File: src/rtl/mips_cpu_bus_arbiter.sv
// Arbitrates one Avalon master port between the instruction-fetch and data ports.
// A stall counter raises a sticky timeout flag. Define MIPS_CPU_BUS_ARB_ROUND_ROBIN_EN for round-robin arbitration.
module mips_cpu_bus_arbiter #(
  parameter int STALL_LIMIT = 64
) (
  input  logic        clk,
  input  logic        reset,
  input  logic [31:0] i_address,
  input  logic        i_read,
  output logic [31:0] i_readdata,
  output logic        i_waitrequest,
  input  logic [31:0] d_address,
  input  logic        d_read,
  input  logic        d_write,
  input  logic [31:0] d_writedata,
  input  logic [3:0]  d_byteenable,
  output logic [31:0] d_readdata,
  output logic        d_waitrequest,
  output logic [31:0] address,
  output logic [31:0] writedata,
  output logic        read,
  output logic        write,
  output logic [3:0]  byteenable,
  input  logic [31:0] readdata,
  input  logic        waitrequest,
  output logic        timeout,
  output logic [1:0]  debug_state
);
  localparam logic [1:0] IDLE  = 2'd0;
  localparam logic [1:0] GNT_I = 2'd1;
  localparam logic [1:0] GNT_D = 2'd2;

  logic [1:0] state;
  logic [1:0] state_next;
  logic [1:0] pick;
  logic       armed;
  logic       i_pend;
  logic       d_pend;
  logic       owner_strobe;
  logic       done;
  logic [7:0] stall_cnt;
  logic [7:0] stall_next;
  logic       timeout_next;

  assign i_pend = i_read;
  assign d_pend = d_read | d_write;

`ifdef MIPS_CPU_BUS_ARB_ROUND_ROBIN_EN
  logic last_d;  // 1 when the data port received the most recent grant

  always_ff @(posedge clk or posedge reset) begin
    if (reset) begin
      last_d <= 1'b0;
    end else if (state_next == GNT_I) begin
      last_d <= 1'b0;
    end else if (state_next == GNT_D) begin
      last_d <= 1'b1;
    end
  end

  always_comb begin
    pick = IDLE;
    if (i_pend && d_pend) pick = last_d ? GNT_I : GNT_D;
    else if (d_pend)      pick = GNT_D;
    else if (i_pend)      pick = GNT_I;
  end
`else
  always_comb begin
    pick = IDLE;
    if (d_pend)      pick = GNT_D;
    else if (i_pend) pick = GNT_I;
  end
`endif

  always_comb begin
    owner_strobe = 1'b0;
    case (state)
      GNT_I:   owner_strobe = i_pend;
      GNT_D:   owner_strobe = d_pend;
      default: owner_strobe = 1'b0;
    endcase
  end

  assign done = owner_strobe & ~waitrequest;

  // A dropped strobe abandons the grant; a completion re-arbitrates without an IDLE gap.
  always_comb begin
    state_next = state;
    case (state)
      IDLE: state_next = armed ? pick : IDLE;
      GNT_I, GNT_D: begin
        if (!owner_strobe) state_next = IDLE;
        else if (done)     state_next = pick;
      end
      default: state_next = IDLE;
    endcase
  end

  always_comb begin
    stall_next = stall_cnt;
    if ((state_next != state) || done) begin
      stall_next = 8'd0;
    end else if ((state != IDLE) && waitrequest && (stall_cnt != 8'hFF)) begin
      stall_next = stall_cnt + 8'd1;
    end
  end

  assign timeout_next = timeout |
                        ((stall_next != 8'd0) && (int'({24'd0, stall_next}) >= STALL_LIMIT));

  // armed delays the first arbitration to the second edge after reset release.
  always_ff @(posedge clk or posedge reset) begin
    if (reset) begin
      state     <= IDLE;
      armed     <= 1'b0;
      stall_cnt <= 8'd0;
      timeout   <= 1'b0;
    end else begin
      state     <= state_next;
      armed     <= 1'b1;
      stall_cnt <= stall_next;
      timeout   <= timeout_next;
    end
  end

  always_comb begin
    address    = 32'd0;
    writedata  = 32'd0;
    read       = 1'b0;
    write      = 1'b0;
    byteenable = 4'd0;
    case (state)
      GNT_I: begin
        address    = i_address;
        read       = i_read;
        byteenable = 4'b1111;
      end
      GNT_D: begin
        address    = d_address;
        writedata  = d_writedata;
        read       = d_read & ~d_write;
        write      = d_write;
        byteenable = d_byteenable;
      end
      default: begin
        address    = 32'd0;
        writedata  = 32'd0;
        read       = 1'b0;
        write      = 1'b0;
        byteenable = 4'd0;
      end
    endcase
  end

  assign i_waitrequest = i_pend & ~((state == GNT_I) & ~waitrequest);
  assign d_waitrequest = d_pend & ~((state == GNT_D) & ~waitrequest);
  assign i_readdata    = readdata;
  assign d_readdata    = readdata;
  assign debug_state   = state;
endmodule

File: config.mk
export PLATFORM = sky130hd
export DESIGN_NAME = mips_cpu_bus_arbiter
export DESIGN_NICKNAME = d
export VERILOG_FILES = /design/src/rtl/mips_cpu_bus_arbiter.sv
export SDC_FILE = /design/constraint.sdc
export NUM_CORES = 1
export LEC_CHECK = 0
export CORE_AREA = 3 3 106 108
export DETAILED_ROUTE_END_ITERATION = 6
export DIE_AREA = 0 0 109 111
export DONT_BUFFER_PORTS = 1
export PLACE_DENSITY = 0.36
export SYNTH_ARGS = -nofsm -noshare
export SYNTH_HDL_FRONTEND = slang
export SYNTH_SLANG_ARGS = --single-unit
File: constraint.sdc
create_clock -name clk -period 2.3 [get_ports clk]
set_input_delay 0.575 -clock clk [delete_from_list [all_inputs] [get_ports clk]]
set_output_delay 0.575 -clock clk [all_outputs]
set_load 0.01 [all_outputs]
# --- Word-level counts from Yosys, hierarchy flattened ---
# Index checks and enable logic that the tools add are counted.
word_totals:
  regBits: 12
  inputBits: 138
  word_cells: 44
op_classes:
  n_addsub: 1
  n_lt_le_gt_ge: 1
  n_eq_ne: 4
  n_mux: 14
  bitwise: 12
  reduce_logical: 8
ops:
  columns: ["cell", "n"]
  rows:
  - ["one-hot mux 32 bit (2 select lines)", 1]
  - ["2-to-1 mux 32 bit", 1]
  - ["2-to-1 mux 8 bit", 2]
  - ["adder 8 x 1 -> 8 bit, second input constant", 1]
  - ["greater-or-equal comparator 8 x 7 -> 1 bit, second input constant", 1]
  - ["2-to-1 mux 2 bit", 4]
  - ["inequality test 8 bit, second input constant", 1]
  - ["one-hot mux 4 bit (2 select lines)", 1]
  - ["nonzero test 8 bit", 1]
  - ["AND 1 bit", 6]
  - ["inverter 1 bit", 4]
  - ["one-hot mux 1 bit (2 select lines)", 2]
  - ["one-hot mux 2 bit (2 select lines)", 1]
  - ["logical AND 1 bit", 3]
  - ["equality test 2 x 1 -> 1 bit, second input constant", 1]
  - ["equality test 2 bit, second input constant", 1]
  - ["logical NOT 2 bit", 1]
  - ["2-to-1 mux 1 bit", 2]
  - ["inequality test 2 bit", 1]
  - ["bitwise OR 1 bit", 2]
  - ["nonzero test 2 bit", 1]
  - ["OR reduction 2 bit", 1]
  - ["logical OR 1 bit", 1]

# --- Longest topological paths before layout ---
# Gate-level depths: netlist of the first run.
logic_depth:
  ltp_word: 12
  depth_mapped: 7

# --- Least setup slack after synthesis of the first run ---
# No wires, ideal clock.
synth_timing:
  kind: "register to output"
  startpoint: "register state[1] (netlist: debug_state[1])"
  endpoint: "output read"
  t_arrival_ns: 1.641
  required_ns: 1.725
  slack_ns: 0.084
  stages_incl_launch_ff: 7
  path_buffers: 2
  path_cell_list: "dfrtp_1 -> inv_1 -> ha_1 -> clkbuf_1 -> buf_1 -> nand2_1 -> a21boi_0"
synth_via:
  elab_chain_cells: 2
  word_cells_on_any_way: 3
synth_rtl:
  columns: ["element", "line", "rtl"]
  rows:
  - ["from (decl)", "33", "logic [1:0] state;"]
  - ["from (signal assigned)", "119", "state <= state_next;"]
  - ["equality test 2 bit / equality test 2 x 1 -> 1 bit (equally long branches)", "132", "case (state)"]
  - ["one-hot mux 1 bit (2 select lines) *", "132", null]
  - ["to (decl)", "21", "output logic read,"]
# Mark *: on every way between the ends. The rest lies on a longest branch, timed or not.

# --- Worst setup path in the final report of the first run ---
layout_timing:
  startpoint: "register state[1] (netlist: debug_state[1])"
  endpoint: "output address[9]"
layout_via:
  elab_chain_cells: 2
  word_cells_on_any_way: 3
layout_rtl:
  columns: ["element", "line", "rtl"]
  rows:
  - ["equality test 2 bit / equality test 2 x 1 -> 1 bit (equally long branches)", "132", null]
  - ["one-hot mux 32 bit (2 select lines) *", "132", null]
  - ["to (decl)", "19", "output logic [31:0] address,"]
# Marked as above.

==> impl_results.md, run 1 <==
- Syn Area/Cell: 7.50 sq um
- Critical path capture point type: output pin
- Max-capacitance violation count: 0
- Fraction of final layout cells sized beyond drive strength 1: 0.122
- Logic pwr share: 0.465
- Gate count of the mapped netlist: 279
- CP max stage cell: dfrtp_1
- Worst setup path class: flop to output pin
- Synth Net Count: 422
- CTS tree: built
- Post-CTS Hold Buffers: 0
- Fraction of power spent switching nets: 0.390
- Worst Setup Slack, final: 89.6 ps
- Int Pwr: 0.530 mW
- CP Max Fanout: 27
- Remaining antenna violation count: 0
- Flip-flop cell with the highest count after synthesis: dfrtp_1
- Total chip power: 0.870 mW
- Site row count: 37
- Critical path's top delay family: buffers and inverters
- Sink count of the clock tree: 12
- Std-Cell Core Area: 10,300 sq um
- Number of post-CTS setup repair buffers: 0
- Vias: 1,797
- Sequential share of the synthesized area: 0.144
- Pre-Repair DR Iteration Count: 4
- FMAX: 452 MHz
- Share of total power in sequential cells: 0.262
- Vias in the first global route: 1,687
- Clock network fraction of design power: 0.272
- Horiz. Die Dim: 109 microns
- Floorplan die height: 111 microns
- I/O pin cnt: 277
- Number of library cell types mapped by synthesis: 42
- Synth Warn #: 0
- Count of H-tree levels built during CTS: 1
- Type of the worst min-delay path: primary input to asynchronous set/reset pin
- Data required time at the worst endpoint: 1730 ps
- Element type at the critical path start: flop
- Final-layout setup total negative slack: 0 ps
- Pins Over Slew Limit: 0
- Buffer cell driving the clock tree root: clkbuf_8
- VDD IR max: 0.150 mV
- Setup repair after global routing missed its margin: no
- Routed Wire Length: 10,200 microns
- Most used cell, CP: buf_4
- Worst relative slew slack: 0.647
- WL per Instance: 29.2 microns
- Number of non-filler instances in the completed layout: 349
- NetSw: 0.339 mW
- Actual slew at the worst max-slew pin: 529 ps
- First-pass GRT wire length: 13,200 microns
- Nets: 357
- Area growth from synthesis to final layout: -8.67%
- Cell count after placement: 344
- Worst-case clock skew: 3.96 ps
- Diode count: 0
- Largest net degree at the start of global routing: 54
- IO buf count: 0
- Cell area after synthesis: 2090 sq um
- Worst-path cell chain: buf_4 > ha_2 > buf_12 > a22oi_2 > nor2b_1 > buf_4
- Result of the run: finished, final reports clean
- Final setup violation count: 0
- Count of final hold-check violations: 0
- Vias per std cell: 5.15
- Detail Placement HPWL: 8800 microns
- Final period util: 0.961
- Remaining DRCs: 0
- CP max stage delay: 380 ps
- Pre-CTS setup slack: 272 ps
- Total routing usage reported by global routing: 0.152
- Number of enable flip-flop cells after synthesis: 0
- Count of buffering cells on the critical path with inverters included: 3
- Gr ovfl total: 0
- Routability congestion estimate from global placement: 0.762
- Number of buffers on the longest clock path: 2
- Clock slew at reported path FFs: 60 ps
- Arrival time worst endpoint: 1640 ps
- Detailed router's first-iteration violation count: 85
- Source-to-sink clock delay at the later pin of the worst-skew pair: 240 ps
- Starting density of the core: 0.203
- Die area: 12,100 sq um
- Number of antenna violations at the first check in global routing: 19
- Num CTS Buffers: 3
- Shortest period the worst path allows: 2210 ps
- Lkg Pwr: 0.689 nW
- Proportion of register bits with asynchronous set or reset after synthesis: 1.00
- Total power per unit cell area: 455 nW/um^2
- Flip-flop and latch count after synthesis: 12
==> worst paths after layout <==
path	startpoint	endpoint	slack (ps)	depth (start not counted)
setup reg to reg	debug_state[0]$_DFF_PP0_	stall_cnt[5]$_DFF_PP0_	280	7
hold reg to reg	stall_cnt[5]$_DFF_PP0_	stall_cnt[5]$_DFF_PP0_	610	2
min in group clk	waitrequest	debug_state[1]$_DFF_PP0_	580	3
setup / recovery	debug_state[1]$_DFF_PP0_	address[9]	90	6
max in group asynchronous	reset	debug_state[0]$_DFF_PP0_	1690	1
hold / removal	reset	armed$_DFF_PP0_	250	1
==> layout make-up <==
cell class | instances | area [sq um]
fill | 1163 | 8410
multi-input combinational | 179 | 1230
sequential | 12 | 300
tap | 136 | 170
timing repair buffer | 12 | 136
clock buffer | 4 | 55.1
inverter | 6 | 22.5
==> sequential cells by signal, summed over array words and instances (netlist names) <==
register     flops
armed            1
stall_cnt        8
debug_state      2
timeout          1
==> layout by cell type (no fill, tap or decap), types with 2 or more instances in the layout <==
cell / instances
o31ai_1: 2
a22oi_2: 2
nor3_1: 5
nor4_1: 2
a211oi_1: 3
o21ai_0: 7
dfrtp_1: 12
o211ai_1: 2
xor2_1: 2
a21oi_1: 8
and4_1: 2
clkbuf_8: 4
ha_1: 4
a22oi_1: 31
inv_1: 6
buf_12: 2
and3_1: 2
and2_1: 34
buf_4: 8
nor2b_1: 35
nand2_1: 11
nor2_1: 4
or2_2: 2
==> routing by layer <==
metal / vias to the layer above / track usage / part of all wire
met4: 12 / 0.0311 / 0.014
li1: 767 / - / -
met5: - / 0 / 0.0060
met2: 147 / 0.172 / 0.35
met3: 38 / 0.149 / 0.23
met1: 833 / 0.199 / 0.41
==> worst reg2reg max path: stages, from the launching register on <==
cell and delay (ps):
dfrtp_1 370, inv_1 70, ha_1 350, and3_1 170, or2_2 330, a22oi_2 340, buf_4 210, a211oi_1 50
==> cells by family (layout without fill, tap and decap cells) <==
family                     Yosys count  count (layout)  share of synthesized area
DFF                                 12              12                      0.144
AOI/OAI and AO/OA                   65              65                      0.233
and+or+nand+nor                    105             105                      0.301
buffers and inverters               88              22                      0.277
adders and majority gates            5               5                     0.0299
other                                1               1                    0.00179
xor gates and xnor gates             2               2                    0.00837
muxes                                1               1                    0.00478
==> power groups by stage <==
stage | clock [mW] | sequential, mW | combinational, mW
after global placement | 0 | 0.232 | 0.386
final | 0.237 | 0.228 | 0.405
after detailed placement | 0 | 0.232 | 0.388
after global routing | 0.257 | 0.229 | 0.446
after CTS | 0.243 | 0.228 | 0.390
after floorplan | 0 | 0.235 | 0.407
==> through the flow <==
| stage | instance area [sq um] | util | hold WS (ps) |
|---|---|---|---|
| after floorplan | 2090 | - | 440 |
| after global placement | 1820 | 0.176 | 529 |
| after detailed placement | 1820 | 0.176 | 536 |
| after CTS | 1870 | 0.181 | 274 |
| after global routing | 1910 | 0.185 | 283 |
| final | 1910 | 0.185 | 253 |
==> synth_stat cells, drive strengths merged, types with 3 or more instances <==
cell type,n,area [sq um]
a211oi,3,22.5
a21oi,9,45.0
a22oi,33,253
and2,34,213
buf,67,500
clkbuf,15,56.3
dfrtp,12,300
ha,5,62.6
inv,6,22.5
nand2,11,41.3
nor2,4,15.0
nor2b,36,225
nor3,5,25.0
o21ai,7,35.0
==> repair_timing <==
item                                   4_1_cts  5_1_grt
gates resized for setup                      0        5
endpoints found under the hold margin        0        0
setup endpoints to repair                    0       12
No activity file was read; power rests on OpenSTA's default activity.
==> inputs of run 2 (changes only) <==
--- a/config.mk
+++ b/config.mk
@@ -9,7 +9,9 @@
 export DETAILED_ROUTE_END_ITERATION = 6
 export DIE_AREA = 0 0 109 111
 export DONT_BUFFER_PORTS = 1
+export HOLD_SLACK_MARGIN = 0.12
 export PLACE_DENSITY = 0.36
+export SLEW_MARGIN = 20
 export SYNTH_ARGS = -nofsm -noshare
 export SYNTH_HDL_FRONTEND = slang
 export SYNTH_SLANG_ARGS = --single-unit
==> results of run 2 <==
No change in the layout: final DEF, timing and power equal those of run 1.
==> inputs of run 3 (changes only) <==
--- a/config.mk
+++ b/config.mk
@@ -5,9 +5,10 @@
 export SDC_FILE = /design/constraint.sdc
 export NUM_CORES = 1
 export LEC_CHECK = 0
-export CORE_AREA = 3 3 106 108
+export ABC_AREA = 1
+export CORE_AREA = 3 3 107 109
 export DETAILED_ROUTE_END_ITERATION = 6
-export DIE_AREA = 0 0 109 111
+export DIE_AREA = 0 0 110 112
 export DONT_BUFFER_PORTS = 1
 export HOLD_SLACK_MARGIN = 0.12
 export PLACE_DENSITY = 0.36
==> run 3 against run 2 <==
Net effect:
- final area up 17%
- fmax up 0.12%
- clock-buffer cell count unchanged
- global-route usage down 3.0 points
- routed wire length down 18%
- first-iteration DRC count down 2.4%
- hold slack worse by 4.2 ps
- largest cell class unchanged
- highest routed layer unchanged
==> impl_results.md, run 3 <==
- Result of the run: finished, final reports clean
- Cell area after synthesis: 2120 sq um (+1.1%)
- Fraction of final layout cells sized beyond drive strength 1: 0.244 (+0.122)
- Area growth from synthesis to final layout: 5.97%
- Instance area after placement: 2110 sq um (+16%)
- Fraction of power spent switching nets: 0.428 (+0.0376)
- Num CTS Buffers: 3 (unchanged)
- Ranking of synthesized cells by area: nand2_1 (24%), buf_4 (23%), dfrtp_1 (14%)
- Flip-flop and latch count after synthesis: 12 (unchanged)
- Clock slew at reported path FFs: 50 ps (about the same)
- Logic pwr share: 0.533 (+0.068)
- Shortest period the worst path allows: 2210 ps (-2.62 ps)
- Final setup violation count: 0 (unchanged)
- Type of the worst min-delay path: primary input to asynchronous set/reset pin
- CTS tree: built
- Number of enable flip-flop cells after synthesis: 0 (unchanged)
- FMAX: 453 MHz (+0.12%)
- Total power per unit cell area: 435 nW/um^2 (-4.3%)
- Synth Net Count: 507 (+20%)
- Std-Cell Core Area: 10,700 sq um (+3.6%)
- Lkg Pwr: 1.19 nW (+72%)
- Critical path capture point type: output pin
- Element type at the critical path start: flop
- Nets: 480 (+34%)
- Post-CTS Hold Buffers: 0 (unchanged)
- Horiz. Die Dim: 110 microns (+0.92%)
- Routed Wire Length: 8340 microns (-18%)
- Sink count of the clock tree: 12 (unchanged)
- Worst-case clock skew: 2.86 ps (-1.10 ps)
- Int Pwr: 0.559 mW (+5.3%)
- Gr ovfl total: 0 (unchanged)
- Count of H-tree levels built during CTS: 1 (unchanged)
- Remaining antenna violation count: 0 (unchanged)
- Setup repair after global routing missed its margin: no
- Detailed router's first-iteration violation count: 83 (-2.4%)
- Syn Area/Cell: 5.81 sq um (-22%)
- Routability congestion estimate from global placement: 0.836 (+9.7%)
- Fillcell total: 1,247 (+7.2%)
- Remaining DRCs: 0 (unchanged)
- VDD IR max: 0.431 mV (+190%)
- Count of final hold-check violations: 0 (unchanged)
- Source-to-sink clock delay at the later pin of the worst-skew pair: 240 ps (about the same)
- Site row count: 38 (+2.7%)
- Vias: 2,045 (+14%)
- Most instantiated library cell after synthesis: nand2_1
- Area taken by multi-input logic gates: 1100 sq um (-10%)
- Number of antenna violations at the first check in global routing: 1 (-18)
- Pins Over Slew Limit: 0 (unchanged)
- Gate count of the mapped netlist: 364 (+30%)
- Vias in the first global route: 2,032 (+20%)
- Starting density of the core: 0.198 (-0.00486)
- Floorplan die height: 112 microns (+0.90%)
- Flip-flop cell with the highest count after synthesis: dfrtp_1
- Final core occ: 0.210 (+0.0245)
- Commonest non-fill, non-tap cell in the layout: nand2_1
- NetSw: 0.418 mW (+23%)
- Die area: 12,300 sq um (+1.8%)
- Data required time at the worst endpoint: 1730 ps (about the same)
- Sequential cell area: 300 sq um (unchanged)
- Share of total power in sequential cells: 0.234 (-0.028)
- Highest-count cells in the layout ignoring fill and taps: nand2_1 (133), inv_1 (46), buf_4 (41), a21oi_1 (37), dfrtp_1 (12)
- Number of buffers on the longest clock path: 2 (unchanged)
- Synth Warn #: 0 (unchanged)
- WL per Instance: 17.5 microns (-40%)
- Total chip power: 0.976 mW (+12%)
- First-pass GRT wire length: 11,400 microns (-14%)
- Flop-to-flop setup slack: 260 ps (-20 ps)
- Clock network fraction of design power: 0.233 (-0.039)
- Commonest cells post-synth: nand2_1 (133), buf_4 (64), inv_1 (48)
- Number of library cell types mapped by synthesis: 30 (-29%)
- Final-layout setup total negative slack: 0 ps (unchanged)
- Final period util: 0.960 (-0.00114)
- Reg with most FFs: stall_cnt
- Vias per std cell: 4.30 (-17%)
- Largest net degree at the start of global routing: 29 (-46%)
- Proportion of register bits with asynchronous set or reset after synthesis: 1.00 (unchanged)
- Arrival time worst endpoint: 1630 ps (about the same)
- Diode count: 0 (unchanged)
- Pre-Repair DR Iteration Count: 4 (unchanged)
- Max-capacitance violation count: 0 (unchanged)
- Area share of the largest cell type after synthesis: 0.236 (+0.00629)
- Detail Placement HPWL: 7020 microns (-20%)
- IO buf count: 0 (unchanged)
- Final non-filler cell area: 2240 sq um (+17%)
- Largest register FFs: 8 (unchanged)
- Cell type with the highest aggregate area in the netlist: nand2_1
- CP Max Fanout: 28 (+3.7%)
- Sequential share of the synthesized area: 0.142 (-0.00161)
- I/O pin cnt: 277 (unchanged)
- Worst setup path class: flop to output pin
- Total routing usage reported by global routing: 0.122 (-0.0301)
- Buffer cell driving the clock tree root: clkbuf_8
-- run 3: changes by cell type in the layout (fill, tap and decap cells not counted), moves of 8 or more --
cell and change:
and2_1 -34, a22oi_1 -31, nor2_2 +8, nor2b_1 -35
inv_1 +40, nand2_1 +122, buf_4 +33, a21oi_1 +29
-- run 3: per-layer routing --
layer,wire length [microns],GRT usage,vias up
met5,13,0,-
met4,23,0.0133,2
met3,1010,0.0394,4
met2,4260,0.219,159
met1,3030,0.143,907
li1,-,-,973
-- run 3: critical path, stage by stage, from the launching register on --
cell and delay (ps):
dfrtp_1 350, buf_4 160, ha_2 240, buf_12 190, nand2_1 80, a21oi_2 200
buf_4 160
-- run 3: kinds of logic (layout without fill, tap and decap cells) --
kind of cell | count (synthesis) | count (layout) | synth area share
buffers and inverters | 131 | 103 | 0.355
xor gates and xnor gates | 5 | 5 | 0.0207
DFF | 12 | 12 | 0.142
other | 1 | 1 | 0.00177
adders and majority gates | 5 | 5 | 0.0296
AOI/OAI and AO/OA | 46 | 46 | 0.117
and+or+nand+nor | 164 | 164 | 0.335
-- run 3: worst paths after layout --
check                                         startpoint                     end  cells past startpoint
worst max-delay path            debug_state[1]$_DFF_PP0_             address[12]                      6
max in group asynchronous                          reset  stall_cnt[6]$_DFF_PP0_                      1
min in group clk                       timeout$_DFF_PP0_       timeout$_DFF_PP0_                      2
worst max register to register  debug_state[1]$_DFF_PP0_  stall_cnt[5]$_DFF_PP0_                     11
worst min register to register         timeout$_DFF_PP0_       timeout$_DFF_PP0_                      2
worst min-delay path                               reset  stall_cnt[5]$_DFF_PP0_                      1
-- run 3: metrics by stage --
step / instances / setup WS, ps / hold slack (ps)
6_report: 476 / 92.2 / 249
2_1_floorplan: 364 / 242 / 440
5_1_grt: 476 / 20.7 / 281
4_1_cts: 476 / 53.5 / 264
3_5_place_dp: 470 / 191 / 522
3_3_place_gp: 470 / 194 / 536
-- run 3: layout make-up --
type | instances | area share
sequential | 12 | 0.134
timing repair buffer | 47 | 0.185
inverter | 52 | 0.0882
multi-input combinational | 221 | 0.491
clock buffer | 4 | 0.0246
tap | 140 | 0.0781
-- run 3: power by group through the flow --
| stage | Combinational (mW) | Clock [mW] | Sequential [mW] |
|---|---|---|---|
| after floorplan | 0.436 | 0 | 0.234 |
| after CTS | 0.523 | 0.235 | 0.228 |
| final | 0.521 | 0.227 | 0.229 |
| after global placement | 0.485 | 0 | 0.232 |
| after detailed placement | 0.488 | 0 | 0.232 |
| after global routing | 0.583 | 0.249 | 0.229 |
-- run 3: what timing repair did --
item,4_1_cts,5_1_grt
resized for setup,3,6
setup buffers,1,0
setup endpoints to repair,30,34
gates cloned,1,0
